File: src/rtl/cache_mem_arbiter_if.sv
// cache_mem_arbiter_if
// Purpose : bundles every signal between the two L1 caches, the shared
//           physical-memory line port, and the arbiter that sits between them.
// Modports:
//   slave  - the arbiter. It takes cache requests and memory responses, and
//            drives cache responses and memory commands.
//   master - the environment: the icache, the dcache and the memory model.
// Signals :
//   i_read, i_address, i_rdata, i_resp               icache side
//   d_read, d_write, d_address, d_wdata, d_rdata,
//   d_resp                                           dcache side
//   pmem_read, pmem_write, pmem_address, pmem_wdata,
//   pmem_rdata, pmem_resp                            memory side
interface cache_mem_arbiter_if #(
  parameter int ADDR_WIDTH = 32,
  parameter int LINE_WIDTH = 256
);
  logic                  i_read;
  logic [ADDR_WIDTH-1:0] i_address;
  logic [LINE_WIDTH-1:0] i_rdata;
  logic                  i_resp;

  logic                  d_read;
  logic                  d_write;
  logic [ADDR_WIDTH-1:0] d_address;
  logic [LINE_WIDTH-1:0] d_wdata;
  logic [LINE_WIDTH-1:0] d_rdata;
  logic                  d_resp;

  logic                  pmem_read;
  logic                  pmem_write;
  logic [ADDR_WIDTH-1:0] pmem_address;
  logic [LINE_WIDTH-1:0] pmem_wdata;
  logic [LINE_WIDTH-1:0] pmem_rdata;
  logic                  pmem_resp;

  modport slave (
    input  i_read, i_address,
    output i_rdata, i_resp,
    input  d_read, d_write, d_address, d_wdata,
    output d_rdata, d_resp,
    output pmem_read, pmem_write, pmem_address, pmem_wdata,
    input  pmem_rdata, pmem_resp
  );

  modport master (
    output i_read, i_address,
    input  i_rdata, i_resp,
    output d_read, d_write, d_address, d_wdata,
    input  d_rdata, d_resp,
    input  pmem_read, pmem_write, pmem_address, pmem_wdata,
    output pmem_rdata, pmem_resp
  );
endinterface

File: src/rtl/cache_mem_arbiter.sv
// cache_mem_arbiter
// Purpose : shares the single physical-memory line port between the L1
//           icache and the L1 dcache. Only one pmem transaction is in flight
//           at a time. Its address, and for writebacks its data, are latched
//           at grant and held until pmem_resp. The completion pulse is then
//           steered back to the cache that owns the transaction.
// Ports   :
//   clk  - clock
//   rst  - synchronous active-high reset
//   bus  - cache_mem_arbiter_if.slave (cache requests/responses, pmem port)
// Config  : define CACHE_ARB_RR_EN to enable round-robin arbitration. With it
//           defined, a tie between the two caches goes to the cache that did
//           not own the previous grant. Without it, the dcache always has
//           priority and no last-owner register exists.
module cache_mem_arbiter #(
  parameter int ADDR_WIDTH = 32,
  parameter int LINE_WIDTH = 256
) (
  input logic               clk,
  input logic               rst,
  cache_mem_arbiter_if.slave bus
);

  typedef enum logic [1:0] {
    IDLE,
    I_BUSY,
    D_RD,
    D_WR
  } state_t;

  state_t                state_reg, state_next;
  logic [ADDR_WIDTH-1:0] address_reg, address_next;
  logic [LINE_WIDTH-1:0] wdata_reg, wdata_next;
  logic                  d_req;
  logic                  grant_d;

  assign d_req = bus.d_read | bus.d_write;

`ifdef CACHE_ARB_RR_EN
  // 0 = icache owned the last grant, 1 = dcache owned it.
  logic last_owner_reg, last_owner_next;

  // The dcache loses a tie only when it also won the previous grant.
  assign grant_d = d_req & ~(bus.i_read & last_owner_reg);
`else
  // The dcache request comes from the older instruction, so it always wins.
  assign grant_d = d_req;
`endif

  always_ff @(posedge clk) begin
    if (rst) begin
      state_reg   <= IDLE;
      address_reg <= '0;
      wdata_reg   <= '0;
`ifdef CACHE_ARB_RR_EN
      last_owner_reg <= 1'b0;
`endif
    end else begin
      state_reg   <= state_next;
      address_reg <= address_next;
      wdata_reg   <= wdata_next;
`ifdef CACHE_ARB_RR_EN
      last_owner_reg <= last_owner_next;
`endif
    end
  end

  always_comb begin
    state_next   = state_reg;
    address_next = address_reg;
    wdata_next   = wdata_reg;
`ifdef CACHE_ARB_RR_EN
    last_owner_next = last_owner_reg;
`endif
    case (state_reg)
      IDLE: begin
        if (grant_d) begin
          address_next = bus.d_address;
          // A writeback beats a read from the same cache.
          if (bus.d_write) begin
            state_next = D_WR;
            wdata_next = bus.d_wdata;
          end else begin
            state_next = D_RD;
          end
`ifdef CACHE_ARB_RR_EN
          last_owner_next = 1'b1;
`endif
        end else if (bus.i_read) begin
          state_next   = I_BUSY;
          address_next = bus.i_address;
`ifdef CACHE_ARB_RR_EN
          last_owner_next = 1'b0;
`endif
        end
      end
      default: begin
        // The request inputs are deliberately ignored here. A dropped
        // request still finishes, and address/data changes are not seen.
        if (bus.pmem_resp) begin
          state_next = IDLE;
        end
      end
    endcase
  end

  // The commands come straight from the state register, so they act as
  // registered outputs. The command rises one cycle after the request is
  // seen in IDLE.
  assign bus.pmem_read    = (state_reg == I_BUSY) || (state_reg == D_RD);
  assign bus.pmem_write   = (state_reg == D_WR);
  assign bus.pmem_address = address_reg;
  assign bus.pmem_wdata   = wdata_reg;

  // A completion in the same cycle as reset is dropped. The transaction is
  // abandoned, so its owner must not see a response.
  assign bus.i_resp = bus.pmem_resp & ~rst & (state_reg == I_BUSY);
  assign bus.d_resp = bus.pmem_resp & ~rst &
                      ((state_reg == D_RD) || (state_reg == D_WR));

  assign bus.i_rdata = bus.pmem_rdata;
  assign bus.d_rdata = bus.pmem_rdata;

endmodule
File: src/flat_wrapper.sv
// flat-port wrapper written by rule: the top's interface ports become plain ports
module cache_mem_arbiter_flat 
#(
  parameter int ADDR_WIDTH = 32,
  parameter int LINE_WIDTH = 256
)
  (clk, rst, bus_i_read, bus_i_address, bus_i_rdata, bus_i_resp, bus_d_read, bus_d_write, bus_d_address, bus_d_wdata, bus_d_rdata, bus_d_resp, bus_pmem_read, bus_pmem_write, bus_pmem_address, bus_pmem_wdata, bus_pmem_rdata, bus_pmem_resp);
  cache_mem_arbiter_if #(.ADDR_WIDTH(ADDR_WIDTH), .LINE_WIDTH(LINE_WIDTH)) bus_i ();
  input logic clk;
  input logic rst;
  input wire logic [$bits(bus_i.i_read)-1:0] bus_i_read;
  input wire logic [$bits(bus_i.i_address)-1:0] bus_i_address;
  output wire logic [$bits(bus_i.i_rdata)-1:0] bus_i_rdata;
  output wire logic [$bits(bus_i.i_resp)-1:0] bus_i_resp;
  input wire logic [$bits(bus_i.d_read)-1:0] bus_d_read;
  input wire logic [$bits(bus_i.d_write)-1:0] bus_d_write;
  input wire logic [$bits(bus_i.d_address)-1:0] bus_d_address;
  input wire logic [$bits(bus_i.d_wdata)-1:0] bus_d_wdata;
  output wire logic [$bits(bus_i.d_rdata)-1:0] bus_d_rdata;
  output wire logic [$bits(bus_i.d_resp)-1:0] bus_d_resp;
  output wire logic [$bits(bus_i.pmem_read)-1:0] bus_pmem_read;
  output wire logic [$bits(bus_i.pmem_write)-1:0] bus_pmem_write;
  output wire logic [$bits(bus_i.pmem_address)-1:0] bus_pmem_address;
  output wire logic [$bits(bus_i.pmem_wdata)-1:0] bus_pmem_wdata;
  input wire logic [$bits(bus_i.pmem_rdata)-1:0] bus_pmem_rdata;
  input wire logic [$bits(bus_i.pmem_resp)-1:0] bus_pmem_resp;
  assign bus_i.i_read = bus_i_read;
  assign bus_i.i_address = bus_i_address;
  assign bus_i_rdata = bus_i.i_rdata;
  assign bus_i_resp = bus_i.i_resp;
  assign bus_i.d_read = bus_d_read;
  assign bus_i.d_write = bus_d_write;
  assign bus_i.d_address = bus_d_address;
  assign bus_i.d_wdata = bus_d_wdata;
  assign bus_d_rdata = bus_i.d_rdata;
  assign bus_d_resp = bus_i.d_resp;
  assign bus_pmem_read = bus_i.pmem_read;
  assign bus_pmem_write = bus_i.pmem_write;
  assign bus_pmem_address = bus_i.pmem_address;
  assign bus_pmem_wdata = bus_i.pmem_wdata;
  assign bus_i.pmem_rdata = bus_pmem_rdata;
  assign bus_i.pmem_resp = bus_pmem_resp;
  cache_mem_arbiter #(.ADDR_WIDTH(ADDR_WIDTH), .LINE_WIDTH(LINE_WIDTH)) u_core (.clk(clk), .rst(rst), .bus(bus_i));
endmodule
File: config.mk
export PLATFORM = sky130hd
export DESIGN_NAME = cache_mem_arbiter_flat
export DESIGN_NICKNAME = d
export VERILOG_FILES = /design/src/rtl/cache_mem_arbiter_if.sv /design/src/rtl/cache_mem_arbiter.sv /design/src/flat_wrapper.sv
export SDC_FILE = /design/constraint.sdc
export NUM_CORES = 1
export LEC_CHECK = 0
export CORE_AREA = 4 4 544 546
export CTS_CLUSTER_DIAMETER = 200
export CTS_CLUSTER_SIZE = 10
export DETAILED_ROUTE_END_ITERATION = 8
export DIE_AREA = 0 0 548 550
export GPL_ROUTABILITY_DRIVEN = 0
export PLACE_DENSITY_LB_ADDON = 0.12
export SYNTH_ARGS = -nofsm -noshare
export SYNTH_HDL_FRONTEND = slang
export SYNTH_SLANG_ARGS = --single-unit
File: constraint.sdc
create_clock -name clk -period 4.2 [get_ports clk]
set_input_delay 1.26 -clock clk [delete_from_list [all_inputs] [get_ports clk]]
set_output_delay 1.26 -clock clk [all_outputs]
set_load 0.02 [all_outputs]
# ---- Word-level counts from Yosys, hierarchy flattened
# Index checks and enable logic that the tools add are counted.
dict set report op_classes {
  n_eq_ne 4
  n_reduce_logical 8
  n_mux 7
  n_bitwise 5
}
# cell n
set ops {}
lappend ops {{two-way mux 32 bit} 2}
lappend ops {{two-way mux 2 bit} 4}
lappend ops {{equality test 2 bit, second input constant} 2}
lappend ops {{AND reduction 2 bit} 2}
lappend ops {{nonzero test 2 bit} 2}
lappend ops {{bitwise AND 1 bit} 3}
lappend ops {{!= test 3 x 2 -> 1 bit, second input constant} 1}
lappend ops {{AND reduction 3 bit} 1}
lappend ops {{equality test 2 x 1 -> 1 bit, second input constant} 1}
lappend ops {{logical NOT 2 bit} 1}
lappend ops {{logical OR 1 bit} 2}
lappend ops {{two-way mux 1 bit} 1}
lappend ops {{NOT 1 bit} 1}
lappend ops {{OR 1 bit} 1}
dict set report word_totals {
  ff_bits 290
  inputBits 582
  output_inout_bits 804
  elab_cells 27
}

# ---- Logic depth before layout (Yosys ltp)
# Gate-level depths: netlist (run 1).
dict set report depth {
  depth_word 3
  depth_mapped 8
  depth_no_buf 5
}

# ---- Least setup slack after synthesis (run 1)
# No wires, ideal clock.
dict set report synth_timing {
  kind {input port to output port}
  startpoint {input rst}
  endpoint {output bus_d_resp}
  arrival_ps 2015
  t_required_ps 2940
  setup_slack_ps 925
  path_stages 2
  n_path_buf 1
  cell_sequence {clkbuf_1 > nor3b_1}
}
dict set report synth_via {
  elab_chain_cells 3
}
# item line
set synth_rtl {}
lappend synth_rtl {{start, declared} flat_wrapper.sv:10} ;# input logic rst;
lappend synth_rtl {{NOT 1 bit} cache_mem_arbiter.sv:118} ;# assign bus.d_resp = bus.pmem_resp & ~rst &
lappend synth_rtl {{bitwise AND 1 bit (2 in a row)} cache_mem_arbiter.sv:118}
lappend synth_rtl {{end, declared} flat_wrapper.sv:20} ;# output wire logic [$bits(bus_i.d_resp)-1:0] bus_d_resp;
# Every way passes these cells.

# ---- Worst setup path in the final report (run 1)
dict set report layout_timing {
  startpoint {input bus_pmem_resp}
  endpoint {output bus_d_resp}
}
dict set report layout_via {
  elab_chain_cells 2
}
# item line
set layout_rtl {}
lappend layout_rtl {{start, declared} flat_wrapper.sv:26} ;# input wire logic [$bits(bus_i.pmem_resp)-1:0] bus_pmem_resp;
lappend layout_rtl {{bitwise AND 1 bit (2 in a row)} cache_mem_arbiter.sv:118}
# Every way passes these cells.

==> results of run 1 <==
cell type report:
cell class / count / area [sq um] / area share [%]
sequential: 290 / 5806 / 25.74
clock inverter: 9 / 106.4 / 0.4715
timing repair buffer: 648 / 6549 / 29.03
clock buffer: 38 / 939.7 / 4.166
antenna: 6 / 15.01 / 0.06656
tap: 3900 / 4880 / 21.63
inverter: 2 / 7.507 / 0.03328
multi-input combinational: 915 / 4255 / 18.86
worst max-delay path: stages:
cell             delay, ns
clkdlybuf4s50_1       0.72
nor3b_1               0.26
buf_4                 0.16
buf_12                0.10
layer usage:
metal  track usage [%]  up-vias  routed length (um)
li1                  -     5457                   -
met1             8.176     5471               45480
met2             11.62     1029               51030
met3             9.448      358               31670
met4             3.229        0                6043
met5            0.1094        -                   0
layout by cell type (no fill, tap or decap), types with 2 or more instances in the layout:
cell type / Yosys / final
a21oi_1: 257 / 257
a311oi_2: 32 / 32
and3b_1: 2 / 2
buf_12: 0 / 12
buf_2: 61 / 2
buf_4: 512 / 21
clkbuf_16: 0 / 37
clkdlybuf4s50_1: 0 / 612
clkinv_2: 0 / 2
clkinv_8: 0 / 2
dfxtp_1: 290 / 290
diode_2: 0 / 6
ha_1: 5 / 5
inv_1: 2 / 2
inv_6: 0 / 2
nand2_1: 545 / 544
nor2_1: 33 / 33
o21ai_0: 33 / 33
power by group through the flow:
stage	registers (mW)	logic [mW]	clock network, mW
detailed placement	3.27	2.79	0
floorplan	3.56	1.45	0
CTS	3.21	2.81	3.74
finish	3.20	2.65	3.34
global placement	3.26	2.82	0
global route	3.24	2.95	3.72
logic make-up (layout without fill, tap and decap cells):
kind of cell / after synthesis / in the layout
fa+ha+maj: 5 / 5
simple gates: 584 / 584
compound gates: 326 / 326
buf+inv: 621 / 697
other cells: 0 / 6
flops: 290 / 290
worst max path at each step:
| stage | cells past startpoint | slack (ns) | startpoint | to |
|---|---|---|---|---|
| after floorplan | 2 | 0.92 | rst | bus_d_resp |
| after global placement | 4 | 0.27 | bus_pmem_resp | bus_d_resp |
| after detailed placement | 4 | 0.42 | bus_pmem_resp | bus_d_resp |
| after CTS | 4 | 0.41 | bus_pmem_resp | bus_d_resp |
| after global routing | 4 | 0.35 | bus_pmem_resp | bus_d_resp |
| final | 4 | 0.43 | bus_pmem_resp | bus_d_resp |
==> results.cfg, run 1 <==
[logic_synthesis]
synth_top_area_share_pct = 40.26
synth_simple_gate_area_share_pct = 15.35
synth.area.top_cells = dfxtp_1, buf_4, nand2_1, a21oi_1, a311oi_2
synth_warnings = 0
synth_mux_area_share_pct = 0
yosys.area_share.adder_pct = 0.4339
synth_seq_cells = 290
async_reset_ff_share_pct = 0
synth_edf_count = 0
synth_compound_gate_area_share_pct = 13.62
yosysTopAreaCell = dfxtp_1
yosysSeqAreaShare_pct = 40.26
syn_avg_cell_area_sq_um = 7.896
synthesis.instances = 1826
synthFlopType = dfxtp_1
ys_types = 21
synthXorXnorAreaFrac_pct = 0
synth_nets = 2413
synth.most_common_cell = nand2_1
synth_top_family_by_area = buffers and inverters
syn_area_sq_um = 14420
ys_top_cells_by_count = nand2_1, buf_4, dfxtp_1

[hold_path]
holdPathStages = 2
min_to = u_core.bus.pmem_wdata[70]$_SDFFE_PP0P_
min_from = u_core.bus.pmem_wdata[70]$_SDFFE_PP0P_
hp-class = reg -> reg

[clock_network]
cts.htree.levels = 2
cts_inserted_buffers = 37
cts.clk_slew.worst_paths_ns = 0.06
clockRootBuffer = clkbuf_16
post_cts_resized = 0
clkLatencyLatePin_ns = 0.67
postCtsSetupBuffers = 0
cts_tree = yes
cts_hold_buf = 0
cts_sinks = 290
clockBufferDepth = 3

[global_routing]
grt_usage_pct = 8.529
grt_pass1_wl_um = 163300
grt_pass1_vias = 12899
grt.overflow.total = 0
grt_max_degree = 111
antenna_found_initial = 46

[power_and_ir_drop]
power.internal_mw = 5.726
peakVddDrop_uv = 248.5
pwr-share-comb_pct = 28.9
power_mw = 9.188
seqPwrFrac_pct = 34.8
p_leak_nw = 6.634
power.switching_mw = 3.462
power_density_nw_per_um2 = 407.3
pwr-share-clk_pct = 36.3
p_sw_share_pct = 37.68

[worst_setup_path]
cp-start-kind = primary input
crit_path_end_kind = output port
cp.required_ns = 2.94
reg2reg_from = u_core.state_reg[0]$_SDFFE_PP0P_
cp.arrival_ns = 2.51
r2r_setup_slack_ns = 2.05
r2r_cells = 6
critical_path_class = in -> out
crit_fanout = 3
r2r_end = u_core.bus.pmem_wdata[0]$_SDFFE_PP0P_

[timing]
finalSetupViolCount = 0
finalSetupTns_ns = 0
setup_slack_ns = 0.4308
rsz0062_at_grt = no
max_slew_margin_pct = 43.34
slew_violations = 0
worst_pin_slew_ns = 0.8499
timing.final.crit_share_pct = 89.74
clock-skew-final_ns = 0.02771
max_freq_ghz = 0.2653
finalHoldViolations = 0
hold_ws_ns = 0.4536
fin_crit_ns = 3.769

[floorplan]
ios = 1386
die_w_um = 548
initial_utilization_pct = 4.962
dieArea_sq_um = 301400
fp.dieH_um = 550
fp.coreArea_sq_um = 290600
fp-row-count = 198

[detailed_routing]
vias = 12315
drc_errors = 0
drt_pre_antenna_iters = 5
wl_per_cell_um = 23.11
drt.antenna.violating_nets = 0
totalWireLength_um = 134200
via_per_inst = 2.120
drt_iter0_markers = 458

[final_layout]
layout.nets = 2481
area_delta_synth_final_pct = 56.45
drive_above_1_share_pct = 6.257
finalNonFillerCells = 5808
largest_reg_flops = 256
fillCellCount = 34083
fin_util_pct = 7.763
finish.instance_area_sq_um = 22560

[job]
drv_cap = 0

[placed_design]
place_ws_ns = 0.4228
port_buffers = 617
dp_hpwl_um = 111800
dp_cells = 5755
dpl-instance-area_sq_um = 21500

[run_status]
status = completed
(Power assumes the default switching activity.)
==> run 2, diff against run 1 <==
CORE_AREA = 2 2 542 544   (was 4 4 544 546)
DIE_AREA = 0 0 544 546   (was 0 0 548 550)
==> results.cfg, run 2 (synthesis gave the netlist of run 1 again) <==
[global_routing]
grt_max_degree = 87
grt_pass1_wl_um = 160400
grt_usage_pct = 8.573
grt_pass1_vias = 12970
antenna_found_initial = 48
grt.overflow.total = 0

[final_layout]
layout.nets = 2479
fillCellCount = 34263
largest_reg_flops = 256
mostFrequentLayoutCell = clkdlybuf4s50_1
drive_above_1_share_pct = 6.204
final_cell_mix = clkdlybuf4s50_1, nand2_1, dfxtp_1
fin_util_pct = 7.757
regArea_sq_um = 5806
area_delta_synth_final_pct = 57.12
multiInputGateArea_sq_um = 4255

[hold_path]
min_from = u_core.bus.pmem_wdata[32]$_SDFFE_PP0P_
holdPathStages = 2
hp-class = reg -> reg
min_to = u_core.bus.pmem_wdata[32]$_SDFFE_PP0P_

[detailed_routing]
drc_errors = 0
drt.antenna.violating_nets = 0
vias = 12400
totalWireLength_um = 132300
drt_pre_antenna_iters = 5
wl_per_cell_um = 22.73
via_per_inst = 2.130
drt_iter0_markers = 515

[worst_setup_path]
critical_path_class = in -> out
r2r_cells = 7
r2r_setup_slack_ns = 2.01
cp.arrival_ns = 2.43
crit_fanout = 3
r2r_end = u_core.bus.pmem_wdata[121]$_SDFFE_PP0P_
cp-start-kind = primary input
crit_path_end_kind = output port
cp.required_ns = 2.94
reg2reg_from = u_core.state_reg[0]$_SDFFE_PP0P_

[placed_design]
port_buffers = 617
place_ws_ns = 0.5287
dp_hpwl_um = 109900

[timing]
finalSetupViolCount = 0
fin_crit_ns = 3.688
finalSetupTns_ns = 0
finalHoldViolations = 0
rsz0062_at_grt = no
timing.final.crit_share_pct = 87.81
setup_slack_ns = 0.5120
max_freq_ghz = 0.2711
slew_violations = 0
clock-skew-final_ns = 0.02657
max_slew_margin_pct = 40.23
hold_ws_ns = 0.4516
worst_pin_slew_ns = 0.8966

[clock_network]
cts_sinks = 290
cts.htree.levels = 2
cts.clk_slew.worst_paths_ns = 0.06
clockBufferDepth = 3
clockRootBuffer = clkbuf_16
postCtsSetupBuffers = 0
post_cts_resized = 0
cts_tree = yes
cts_hold_buf = 0
clkLatencyLatePin_ns = 0.68
cts_inserted_buffers = 37

[floorplan]
ios = 1386
initial_utilization_pct = 4.937
die_w_um = 544
dieArea_sq_um = 297000
fp.dieH_um = 546
fp.coreArea_sq_um = 292100
fp-row-count = 199

[power_and_ir_drop]
p_leak_nw = 6.674
power_density_nw_per_um2 = 414.5
power_mw = 9.391
peakVddDrop_uv = 249.6

[run_status]
status = completed

[job]
drv_cap = 0
[run 2: changes by cell type in the layout (fill, tap and decap cells not counted), sizes merged]
cell	change
buf	-2
clkinv	-4
clkinvlp	-1
clkbuf	+5
bufinv	+2
diode	-5
[run 2: how the worst max path moves through the flow]
stage	startpoint	end	slack [ns]
6_report	bus_pmem_resp	bus_d_resp	0.51
5_1_grt	u_core.state_reg[0]$_SDFFE_PP0P_	bus_pmem_read	0.45
4_1_cts	u_core.state_reg[0]$_SDFFE_PP0P_	bus_pmem_read	0.48
2_1_floorplan	rst	bus_d_resp	0.92
3_5_place_dp	bus_pmem_resp	bus_d_resp	0.53
3_3_place_gp	bus_pmem_resp	bus_d_resp	0.52
[run 2: report_power, final]
part           total (mW)  internal (mW)  switching [mW]
logic                2.66           1.03            1.63
registers            3.20           3.03           0.166
clock network        3.54           1.89            1.65
[run 2: per-layer routing]
layer	up-vias	part of all wire [%]	wire, um	track usage (%)
met4	6	5.1	6708	3.911
li1	5431	-	-	-
met1	5584	32	42970	7.867
met3	371	24	32110	9.464
met5	-	0.15	198	0.3734
met2	1008	38	50340	11.72
[run 2: per-stage QoR]
step	area, sq um	cells
2_1_floorplan	14420	1826
5_1_grt	22650	5821
3_5_place_dp	21520	5772
3_3_place_gp	21520	5772
4_1_cts	22650	5821
6_report	22650	5822
[run 2: critical path: stages]
cell             delay, ns
clkdlybuf4s50_1       0.63
nor3b_1               0.33
buf_4                 0.21
[run 2: cell type report]
type,instances,area share [%]
Clock buffer,43,4.507
Antenna cell,1,0.01105
Sequential cell,290,25.63
Inverter,2,0.03314
Clock inverter,6,0.4971
Multi-Input combinational cell,915,18.78
Timing Repair Buffer,646,28.90
Tap cell,3919,21.64
